===== src/rtl/screen_fetch.sv =====
// screen_fetch: prefetches 1-bpp screen words from the shared RAM over a req/gnt
// read port and turns the vga scan position into a registered colour word.
module screen_fetch #(
  parameter int                   RAM_WIDTH         = 16,
  parameter int                   ADDR_WIDTH        = 15,
  parameter int                   RAM_SCREEN_OFFSET = 16384,
  parameter int                   X_OFFSET          = 64,
  parameter int                   Y_OFFSET          = 112,
  parameter int                   PREFETCH_X        = 0,
  parameter int                   RDATA_LATENCY     = 1,
  parameter logic [RAM_WIDTH-1:0] FG_COLOR          = 16'h0000,
  parameter logic [RAM_WIDTH-1:0] BG_COLOR          = 16'h00FF,
  parameter logic [RAM_WIDTH-1:0] BORDER_COLOR      = 16'h0000
) (
  input  logic                  CLK_50,
  input  logic                  RESET_N,
  input  logic [9:0]            pixel_x,
  input  logic [9:0]            pixel_y,
  output logic                  mem_req,
  output logic [ADDR_WIDTH-1:0] mem_addr,
  input  logic                  mem_gnt,
  input  logic [RAM_WIDTH-1:0]  mem_rdata,
  output logic [RAM_WIDTH-1:0]  pixel_value,
  output logic                  underrun
);

  localparam int LAT_W = (RDATA_LATENCY < 2) ? 1 : $clog2(RDATA_LATENCY + 1);

  typedef enum logic [1:0] {
    ST_IDLE = 2'd0,
    ST_REQ  = 2'd1,
    ST_WAIT = 2'd2
  } fetch_state_t;

  function automatic logic [ADDR_WIDTH-1:0] word_addr(input logic [7:0] row, input logic [4:0] col);
    word_addr = ADDR_WIDTH'(RAM_SCREEN_OFFSET) + ADDR_WIDTH'({row, col});
  endfunction

  fetch_state_t state_r, state_nxt_s;
  logic                  mem_req_r, mem_req_nxt_s;
  logic [ADDR_WIDTH-1:0] mem_addr_r, mem_addr_nxt_s;
  logic [LAT_W-1:0]      lat_cnt_r, lat_cnt_nxt_s;

  logic [9:0] lx_s, ly_s;
  logic       x_in_s, y_in_s, in_win_s;
  logic [4:0] col_s;
  logic [3:0] bit_s;
  logic [7:0] row_s;
  logic       ls_cond_s, ls_evt_s, ls_prev_r;

  logic [RAM_WIDTH-1:0] cur_word_r, nxt_word_r;
  logic [4:0]           cur_col_r, nxt_col_r;
  logic                 cur_valid_r, nxt_valid_r;
  logic                 hit_cur_s, hit_nxt_s, promote_s, miss_s, queue_next_s;

  logic       q_pend_r, req_avail_s, issue_s, capture_s, capture_ok_s;
  logic [4:0] q_col_r, req_col_s, f_col_r;
  logic [7:0] fetch_row_r, req_row_s;
  logic       gen_r, f_tag_r;

  logic [RAM_WIDTH-1:0] pix_nxt_s, pixel_value_r;
  logic                 underrun_r;

  assign lx_s      = pixel_x - 10'(X_OFFSET);
  assign ly_s      = pixel_y - 10'(Y_OFFSET);
  assign x_in_s    = (pixel_x >= 10'(X_OFFSET)) && (lx_s[9] == 1'b0);
  assign y_in_s    = (pixel_y >= 10'(Y_OFFSET)) && (ly_s[9:8] == 2'b00);
  assign in_win_s  = x_in_s && y_in_s;
  assign col_s     = lx_s[8:4];
  assign bit_s     = lx_s[3:0];
  assign row_s     = ly_s[7:0];
  // vga holds each column for several cycles; only the first one starts a line
  assign ls_cond_s = (pixel_x == 10'(PREFETCH_X)) && y_in_s;
  assign ls_evt_s  = ls_cond_s && !ls_prev_r;

  assign hit_cur_s    = cur_valid_r && (cur_col_r == col_s);
  assign hit_nxt_s    = !hit_cur_s && nxt_valid_r && (nxt_col_r == col_s);
  assign promote_s    = in_win_s && hit_nxt_s;
  assign miss_s       = in_win_s && !hit_cur_s && !hit_nxt_s;
  assign queue_next_s = promote_s && (col_s != 5'd31);

  // Fetch source: a line start overrides any queued column
  always_comb begin
    req_avail_s = ls_evt_s || queue_next_s || q_pend_r;
    req_col_s   = q_col_r;
    req_row_s   = fetch_row_r;
    if (ls_evt_s) begin
      req_col_s = 5'd0;
      req_row_s = row_s;
    end else if (queue_next_s) begin
      req_col_s = col_s + 5'd1;
      req_row_s = fetch_row_r;
    end else begin
      req_col_s = q_col_r;
      req_row_s = fetch_row_r;
    end
  end

  // Fetch FSM next state and registered port values
  always_comb begin
    state_nxt_s    = state_r;
    mem_req_nxt_s  = mem_req_r;
    mem_addr_nxt_s = mem_addr_r;
    lat_cnt_nxt_s  = lat_cnt_r;
    issue_s        = 1'b0;
    capture_s      = 1'b0;
    case (state_r)
      ST_IDLE: begin
        if (req_avail_s) begin
          issue_s        = 1'b1;
          mem_req_nxt_s  = 1'b1;
          mem_addr_nxt_s = word_addr(req_row_s, req_col_s);
          state_nxt_s    = ST_REQ;
        end else begin
          state_nxt_s = ST_IDLE;
        end
      end
      ST_REQ: begin
        if (mem_gnt) begin
          mem_req_nxt_s = 1'b0;
          lat_cnt_nxt_s = LAT_W'(1);
          state_nxt_s   = ST_WAIT;
        end else begin
          state_nxt_s = ST_REQ;
        end
      end
      ST_WAIT: begin
        if (lat_cnt_r == LAT_W'(RDATA_LATENCY)) begin
          capture_s   = 1'b1;
          state_nxt_s = ST_IDLE;
        end else begin
          lat_cnt_nxt_s = lat_cnt_r + LAT_W'(1);
          state_nxt_s   = ST_WAIT;
        end
      end
      default: begin
        mem_req_nxt_s = 1'b0;
        state_nxt_s   = ST_IDLE;
      end
    endcase
  end

  // Data from a fetch issued before the latest line start is stale
  assign capture_ok_s = capture_s && (f_tag_r == gen_r) && !ls_evt_s;

  // Colour for the current scan position
  always_comb begin
    pix_nxt_s = BORDER_COLOR;
    if (!in_win_s) begin
      pix_nxt_s = BORDER_COLOR;
    end else if (hit_cur_s) begin
      pix_nxt_s = cur_word_r[bit_s] ? FG_COLOR : BG_COLOR;
    end else if (hit_nxt_s) begin
      pix_nxt_s = nxt_word_r[bit_s] ? FG_COLOR : BG_COLOR;
    end else begin
      pix_nxt_s = BG_COLOR;
    end
  end

  // Fetch FSM state and memory port registers
  always_ff @(posedge CLK_50) begin
    if (!RESET_N) begin
      state_r    <= ST_IDLE;
      mem_req_r  <= 1'b0;
      mem_addr_r <= {ADDR_WIDTH{1'b0}};
      lat_cnt_r  <= {LAT_W{1'b0}};
    end else begin
      state_r    <= state_nxt_s;
      mem_req_r  <= mem_req_nxt_s;
      mem_addr_r <= mem_addr_nxt_s;
      lat_cnt_r  <= lat_cnt_nxt_s;
    end
  end

  // Word buffer, fetch queue, pixel output and underrun flag
  always_ff @(posedge CLK_50) begin
    if (!RESET_N) begin
      ls_prev_r     <= 1'b0;
      gen_r         <= 1'b0;
      fetch_row_r   <= 8'd0;
      cur_word_r    <= {RAM_WIDTH{1'b0}};
      nxt_word_r    <= {RAM_WIDTH{1'b0}};
      cur_col_r     <= 5'd0;
      nxt_col_r     <= 5'd0;
      cur_valid_r   <= 1'b0;
      nxt_valid_r   <= 1'b0;
      q_pend_r      <= 1'b0;
      q_col_r       <= 5'd0;
      f_col_r       <= 5'd0;
      f_tag_r       <= 1'b0;
      pixel_value_r <= {RAM_WIDTH{1'b0}};
      underrun_r    <= 1'b0;
    end else begin
      ls_prev_r <= ls_cond_s;
      if (ls_evt_s) begin
        gen_r       <= ~gen_r;
        fetch_row_r <= row_s;
        cur_valid_r <= 1'b0;
        nxt_valid_r <= 1'b0;
      end else begin
        if (promote_s) begin
          cur_word_r  <= nxt_word_r;
          cur_col_r   <= nxt_col_r;
          cur_valid_r <= 1'b1;
          nxt_valid_r <= 1'b0;
        end
        // a capture in the same cycle refills nxt after the promote consumed it
        if (capture_ok_s) begin
          nxt_word_r  <= mem_rdata;
          nxt_col_r   <= f_col_r;
          nxt_valid_r <= 1'b1;
        end
      end
      if (issue_s) begin
        f_col_r <= req_col_s;
        f_tag_r <= gen_r ^ ls_evt_s;
      end
      q_pend_r      <= req_avail_s && !issue_s;
      q_col_r       <= req_col_s;
      pixel_value_r <= pix_nxt_s;
      if (miss_s) begin
        underrun_r <= 1'b1;
      end
    end
  end

  assign mem_req     = mem_req_r;
  assign mem_addr    = mem_addr_r;
  assign pixel_value = pixel_value_r;
  assign underrun    = underrun_r;

endmodule

===== config.mk =====
export PLATFORM = sky130hd
export DESIGN_NAME = screen_fetch
export DESIGN_NICKNAME = d
export VERILOG_FILES = /design/src/rtl/screen_fetch.sv
export SDC_FILE = /design/constraint.sdc
export NUM_CORES = 1
export LEC_CHECK = 0
export CAP_MARGIN = 20
export CORE_ASPECT_RATIO = 0.8
export CORE_MARGIN = 1
export CORE_UTILIZATION = 55
export DETAILED_ROUTE_END_ITERATION = 10
export GPL_TIMING_DRIVEN = 0
export PLACE_DENSITY = 0.89
export SLEW_MARGIN = 20
export SYNTH_ARGS = -nofsm -noshare
export SYNTH_HDL_FRONTEND = slang
export SYNTH_SLANG_ARGS = --single-unit

===== constraint.sdc =====
create_clock -name CLK_50 -period 8 [get_ports CLK_50]
set_input_delay 1.2 -clock CLK_50 [delete_from_list [all_inputs] [get_ports CLK_50]]
set_output_delay 1.2 -clock CLK_50 [all_outputs]
set_load 0.02 [all_outputs]

==> results.json, run 1 <==
{
  "drc": 0,
  "grt_pass1_wl_um": 14100,
  "fin_crit_sh": 0.523,
  "fin_cells": 574,
  "clock_sinks": 81,
  "final_common_cell": "dfxtp_1",
  "rows": 26,
  "routedWlPerCell_um": 15.1,
  "netlist_instances": 408,
  "cts-root-buf": "clkbuf_8",
  "antenna_cells": 0,
  "io_pins": 72,
  "cts_max_level": 3,
  "vias_per_cell": 5.57,
  "area_growth_pct": 24.3,
  "synthArstFlopShare": 0,
  "syn_area_per_cell_um2": 9.45,
  "cts_buffers": 9,
  "setup_viol": 0,
  "yosys.area.top_type": "dfxtp_1",
  "grt_overflow": 0,
  "p_leak_nw": 1.97,
  "tritoncts": "built",
  "clock_latency_ns": 0.35,
  "synth_edf_count": 0,
  "start_kind": "primary input",
  "grt_setup_unrepaired": "false",
  "setup_tns_ns": 0,
  "hold_viol_final": 0,
  "path_class": "primary input to flip-flop",
  "gp_congestion": 0.863,
  "nets": 532,
  "synthAdderAreaFrac": 0.0227,
  "synth_compound_area_frac": 0.0980,
  "antenna_found_initial": 0,
  "cts_resized": 0,
  "synth_mux_area_frac": 0.164,
  "vias": 3199,
  "slew_violations": 0,
  "synthDistinctLibCells": 49,
  "layout_min_cycle_time_ns": 4.18,
  "yosys_warnings": 0,
  "cp-end-kind": "flip-flop",
  "synth_ff_type": "dfxtp_1",
  "synthTopCellsByArea": "dfxtp_1, mux2i_1, mux4_2, nor2_1, nand3_1",
  "synth_top_family_by_area": "simple AND/OR/NAND/NOR gates",
  "synth_top_area_share": 0.421,
  "core_area_um2": 6570,
  "clk_pin_slew_ns": 0.08,
  "required_ns": 8.24,
  "syn_area_um2": 3850,
  "p_per_area_nw_per_um2": 167,
  "critPathMaxFanout": 10,
  "drive_gt1_frac": 0.114,
  "ys_ff_latch": 81,
  "grtUsageTotal": 0.251,
  "power_frac_seq": 0.505,
  "cp.arrival_ns": 4.42,
  "synth-seq-area-share": 0.421,
  "routed_wl_um": 8660,
  "cts_hold_buf": 0,
  "drt_first_pass_iters": 5,
  "io_buffer_count": 59,
  "max_freq_mhz": 239,
  "combPwrFrac": 0.094,
  "clk_path_buf_depth": 2,
  "tightest_slew_ns": 0.582,
  "die_y_um": 76.9,
  "hold_path_class": "flip-flop to flip-flop",
  "grt_pass1_vias": 3072,
  "switchingPower_w": 0.000177,
  "initialDrtViolationCount": 186,
  "layout_common_cells": "dfxtp_1, clkdlybuf4s50_1, nor2_1",
  "max-slew-margin-rel": 0.612,
  "internal-power_w": 0.000623,
  "switching_share": 0.222,
  "dp_cells": 559,
  "dp_hpwl_um": 6440,
  "p_clk_frac": 0.401,
  "die_w_um": 95.6,
  "ir_drop_uv": 130,
  "status": "complete, no violations",
  "drv_cap": 0,
  "floorplan.die_area_um2": 7350,
  "start_util": 0.587,
  "post-cts-setup-buffers": 0,
  "synth-xor-area-share": 0.0386,
  "skew_ns": 0.00696,
  "ant_nets": 0,
  "grt_max_degree": 13,
  "synthSimpleGateAreaFrac": 0.178
}
power groups by stage:
stage          clock [W]  sequential (W)  combinational [W]
2_1_floorplan          0        0.000414          0.0000407
3_3_place_gp           0        0.000413          0.0000728
3_5_place_dp           0        0.000413          0.0000740
4_1_cts         0.000325        0.000404          0.0000748
5_1_grt         0.000342        0.000404          0.0000812
6_report        0.000321        0.000404          0.0000754
per-stage QoR:
stage / total power [W] / util / hold slack (ns) / worst slack, ns / instance area, um2
after floorplan: 0.000455 / - / 0.436 / 4.41 / 3880
after global placement: 0.000486 / 0.697 / 0.435 / 3.55 / 4580
after detailed placement: 0.000487 / 0.697 / 0.454 / 3.49 / 4580
after CTS: 0.000804 / 0.729 / 0.465 / 3.86 / 4790
after global routing: 0.000827 / 0.729 / 0.479 / 3.70 / 4790
final: 0.000800 / 0.729 / 0.467 / 3.82 / 4790
flip-flops by register name (all words and copies together) (netlist names), 2 cells and up:
name	cells
cur_word_r	16
nxt_word_r	16
fetch_row_r	8
state_r	2
mem_addr	10
cur_col_r	5
q_col_r	5
nxt_col_r	5
f_col_r	4
worst max-delay path: stages:
cell	delay, ns
clkdlybuf4s50_1	0.53
buf_6	0.15
inv_1	0.08
ha_1	0.23
xor2_1	0.32
xor2_1	0.14
nor3_2	0.50
nand4_4	0.19
a311oi_4	0.53
buf_6	0.22
mux2_1	0.33
cells by family after synthesis:
| kind of cell | Yosys count |
|---|---|
| AO/OA/AOI/OAI | 53 |
| XOR/XNOR | 17 |
| adder cells (fa/ha/maj) | 7 |
| buffers and inverters | 58 |
| flip-flops | 81 |
| multiplexers | 52 |
| other | 1 |
| AND/OR/NAND/NOR | 139 |
final timing paths:
kind                 from            to  slack [ns]  cells after the start
max            pixel_x[6]  mem_addr[12]        3.82                     11
min reg2reg      underrun      underrun        0.47                      2
max reg2reg  nxt_col_r[3]  mem_addr[12]        5.44                      7
min              underrun      underrun        0.47                      2
cell type report:
cell class,instances,area [um2]
multi-input combinational,277,1960
fill,510,1780
sequential,81,1620
timing repair buffer,59,591
buffer,42,240
clock buffer,12,145
tap,84,105
clock inverter,3,65.1
inverter,16,60.1
synthesized netlist by cell type (all sizes together) (2+ instances only):
cell type / n
nand4b: 3
o21a: 2
buf: 26
mux2: 8
mux2i: 36
inv: 16
nor2: 42
o21ai: 22
o22ai: 4
a311oi: 2
nor2b: 4
nand2: 33
a2bb2oi: 4
nor3: 5
a21oi: 6
xnor2: 11
a211oi: 4
ha: 7
mux4: 8
nand3: 27
clkbuf: 16
or2: 2
nand4: 4
nand2b: 3
o2bb2ai: 2
dfxtp: 81
and2: 11
xor2: 6
per-layer routing:
metal	wire, um	global-route usage	part of all wire	vias up
li1	-	-	-	1538
met5	0	0	0	-
met1	3940	0.335	0.45	1507
met2	3890	0.395	0.45	137
met4	129	0.0791	0.015	0
met3	697	0.0675	0.081	17
No activity file was read; power rests on OpenSTA's default activity.
==> run 2: changes to the inputs <==
--- a/config.mk
+++ b/config.mk
@@ -8,10 +8,10 @@
 export CAP_MARGIN = 20
 export CORE_ASPECT_RATIO = 0.8
 export CORE_MARGIN = 1
-export CORE_UTILIZATION = 55
+export CORE_UTILIZATION = 47
 export DETAILED_ROUTE_END_ITERATION = 10
 export GPL_TIMING_DRIVEN = 0
-export PLACE_DENSITY = 0.89
+export PLACE_DENSITY = 0.81
 export SLEW_MARGIN = 20
 export SYNTH_ARGS = -nofsm -noshare
 export SYNTH_HDL_FRONTEND = slang
==> constraint.sdc (replaced) <==
create_clock -name CLK_50 -period 3.4 [get_ports CLK_50]
set_input_delay 0.51 -clock CLK_50 [delete_from_list [all_inputs] [get_ports CLK_50]]
set_output_delay 0.51 -clock CLK_50 [all_outputs]
set_load 0.02 [all_outputs]
==> run 2 against run 1 <==
Net effect: power grew 140%; cell count is 4.9% higher; combinational power increased by 140%; die area up 17%; core utilization is 12 points lower; hold slack got worse by 0.013 ns; clock skew about the same; worst setup slack got worse by 3.7 ns; critical path type unchanged; critical endpoint is now mem_addr[11].
==> results.json, run 2 (synthesis gave the netlist of run 1 again) <==
{
  "status": "complete, no violations",
  "ant_nets": 0,
  "initialDrtViolationCount": 238,
  "routed_wl_um": 8670,
  "clock_latency_ns": 0.36,
  "grt_setup_unrepaired": "false",
  "io_pins": 72,
  "antenna_cells": 0,
  "clock_sinks": 81,
  "cts_hold_buf": 0,
  "layout_min_cycle_time_ns": 3.25,
  "p_leak_nw": 2.00,
  "cp.arrival_ns": 3.50,
  "grtUsageTotal": 0.215,
  "cp-end-kind": "flip-flop",
  "design_area_um2": 4860,
  "final_common_cell": "dfxtp_1",
  "io_buffer_count": 59,
  "grt_pass1_vias": 2909,
  "hold_viol_final": 0,
  "grt_pass1_wl_um": 13900,
  "die_y_um": 83.0,
  "ir_drop_uv": 219,
  "critPathMaxFanout": 10,
  "cts_max_level": 3,
  "routed.top_layer": "met4",
  "cts-root-buf": "clkbuf_8",
  "layout_common_cells": "dfxtp_1, clkdlybuf4s50_1, nor2_1",
  "core_area_um2": 7950,
  "setup_viol": 0,
  "drv_cap": 0,
  "internal-power_w": 0.00147,
  "nets": 535,
  "area_growth_pct": 26.1,
  "fin_crit_sh": 0.955,
  "drive_gt1_frac": 0.123,
  "required_ns": 3.65,
  "power_frac_seq": 0.499,
  "vias": 3117,
  "floorplan.die_area_um2": 8570,
  "clk_pin_slew_ns": 0.08,
  "finalPower_w": 0.00190,
  "path_class": "primary input to flip-flop",
  "max-slew-margin-rel": 0.618,
  "routedWlPerCell_um": 14.4,
  "post-route-util": 0.612,
  "drt_first_pass_iters": 5,
  "rows": 29,
  "slew_violations": 0,
  "clk_path_buf_depth": 2,
  "switchingPower_w": 0.000436,
  "switching_share": 0.229,
  "dr_wl_met2_um": 3860,
  "hold-worst-slack_ns": 0.454,
  "p_per_area_nw_per_um2": 392,
  "drt-met1-wl_um": 4050,
  "grt_max_degree": 14,
  "combPwrFrac": 0.093,
  "skew_ns": 0.00663,
  "tritoncts": "built",
  "dp_hpwl_um": 6390,
  "setup_tns_ns": 0,
  "n_fill_cell": 671,
  "p_clk_frac": 0.408,
  "grt_overflow": 0,
  "hold_path_class": "flip-flop to flip-flop",
  "tightest_slew_ns": 0.572,
  "max_freq_mhz": 308,
  "antenna_found_initial": 0,
  "met3_length_um": 667,
  "start_kind": "primary input",
  "die_w_um": 103,
  "drc": 0,
  "gp_congestion": 0.848,
  "place_area_um2": 4610,
  "cts_buffers": 9,
  "vias_per_cell": 5.18,
  "start_util": 0.485
}
## run 2: cell count changes in the layout (fill, tap and decap cells not counted), sizes merged
cell and change:
buf +3, clkinv +2, clkbuf -1
## run 2: routing by layer
layer	track usage	vias to the layer above
met5	0	-
met4	0.0589	0
met3	0.0749	10
met2	0.320	109
met1	0.296	1460
li1	-	1538
## run 2: power groups by stage
| stage | registers, W | logic, W | clock network [W] |
|---|---|---|---|
| finish | 0.000950 | 0.000178 | 0.000777 |
| global route | 0.000950 | 0.000193 | 0.000841 |
| CTS | 0.000950 | 0.000177 | 0.000788 |
| detailed placement | 0.000973 | 0.000175 | 0 |
| global placement | 0.000973 | 0.000172 | 0 |
| floorplan | 0.000974 | 0.0000958 | 0 |
## run 2: what timing repair did
item / 4_1_cts / 5_1_grt
buffers inserted: 0 / 3
gates cloned: 0 / 0
gates resized for setup: 1 / 0
setup endpoints to repair: 2 / 2
pin swaps: 0 / 1
## run 2: layout make-up
class | count | area [um2] | area share
Inverter | 16 | 60.1 | 0.0124
Timing Repair Buffer | 62 | 613 | 0.126
Tap cell | 108 | 135 | 0.0278
Clock buffer | 11 | 141 | 0.0291
Sequential cell | 81 | 1620 | 0.334
Buffer | 42 | 240 | 0.0494
Clock inverter | 5 | 78.8 | 0.0162
Multi-Input combinational cell | 277 | 1970 | 0.405
## run 2: worst max-delay path, stage by stage
cell,delay (ns)
clkdlybuf4s50_1,0.52
buf_6,0.15
inv_1,0.08
ha_1,0.24
xor2_1,0.35
xor2_1,0.19
nor3_4,0.35
nand4_4,0.18
a311oi_4,0.39
buf_6,0.21
mux2_1,0.32
## run 2: final timing paths
path / startpoint / end / slack (ns) / cells after the start
setup / recovery: pixel_x[6] / mem_addr[11] / 0.15 / 11
hold / removal: underrun / underrun / 0.45 / 2
setup reg to reg: nxt_col_r[1] / mem_addr[11] / 1.11 / 7
hold reg to reg: underrun / underrun / 0.45 / 2
## run 2: stage by stage
stage,setup WS (ns),instances
after floorplan,0.503,416
after global placement,-0.361,583
after detailed placement,-0.434,583
after CTS,0.0307,599
after global routing,0.0549,602
final,0.153,602
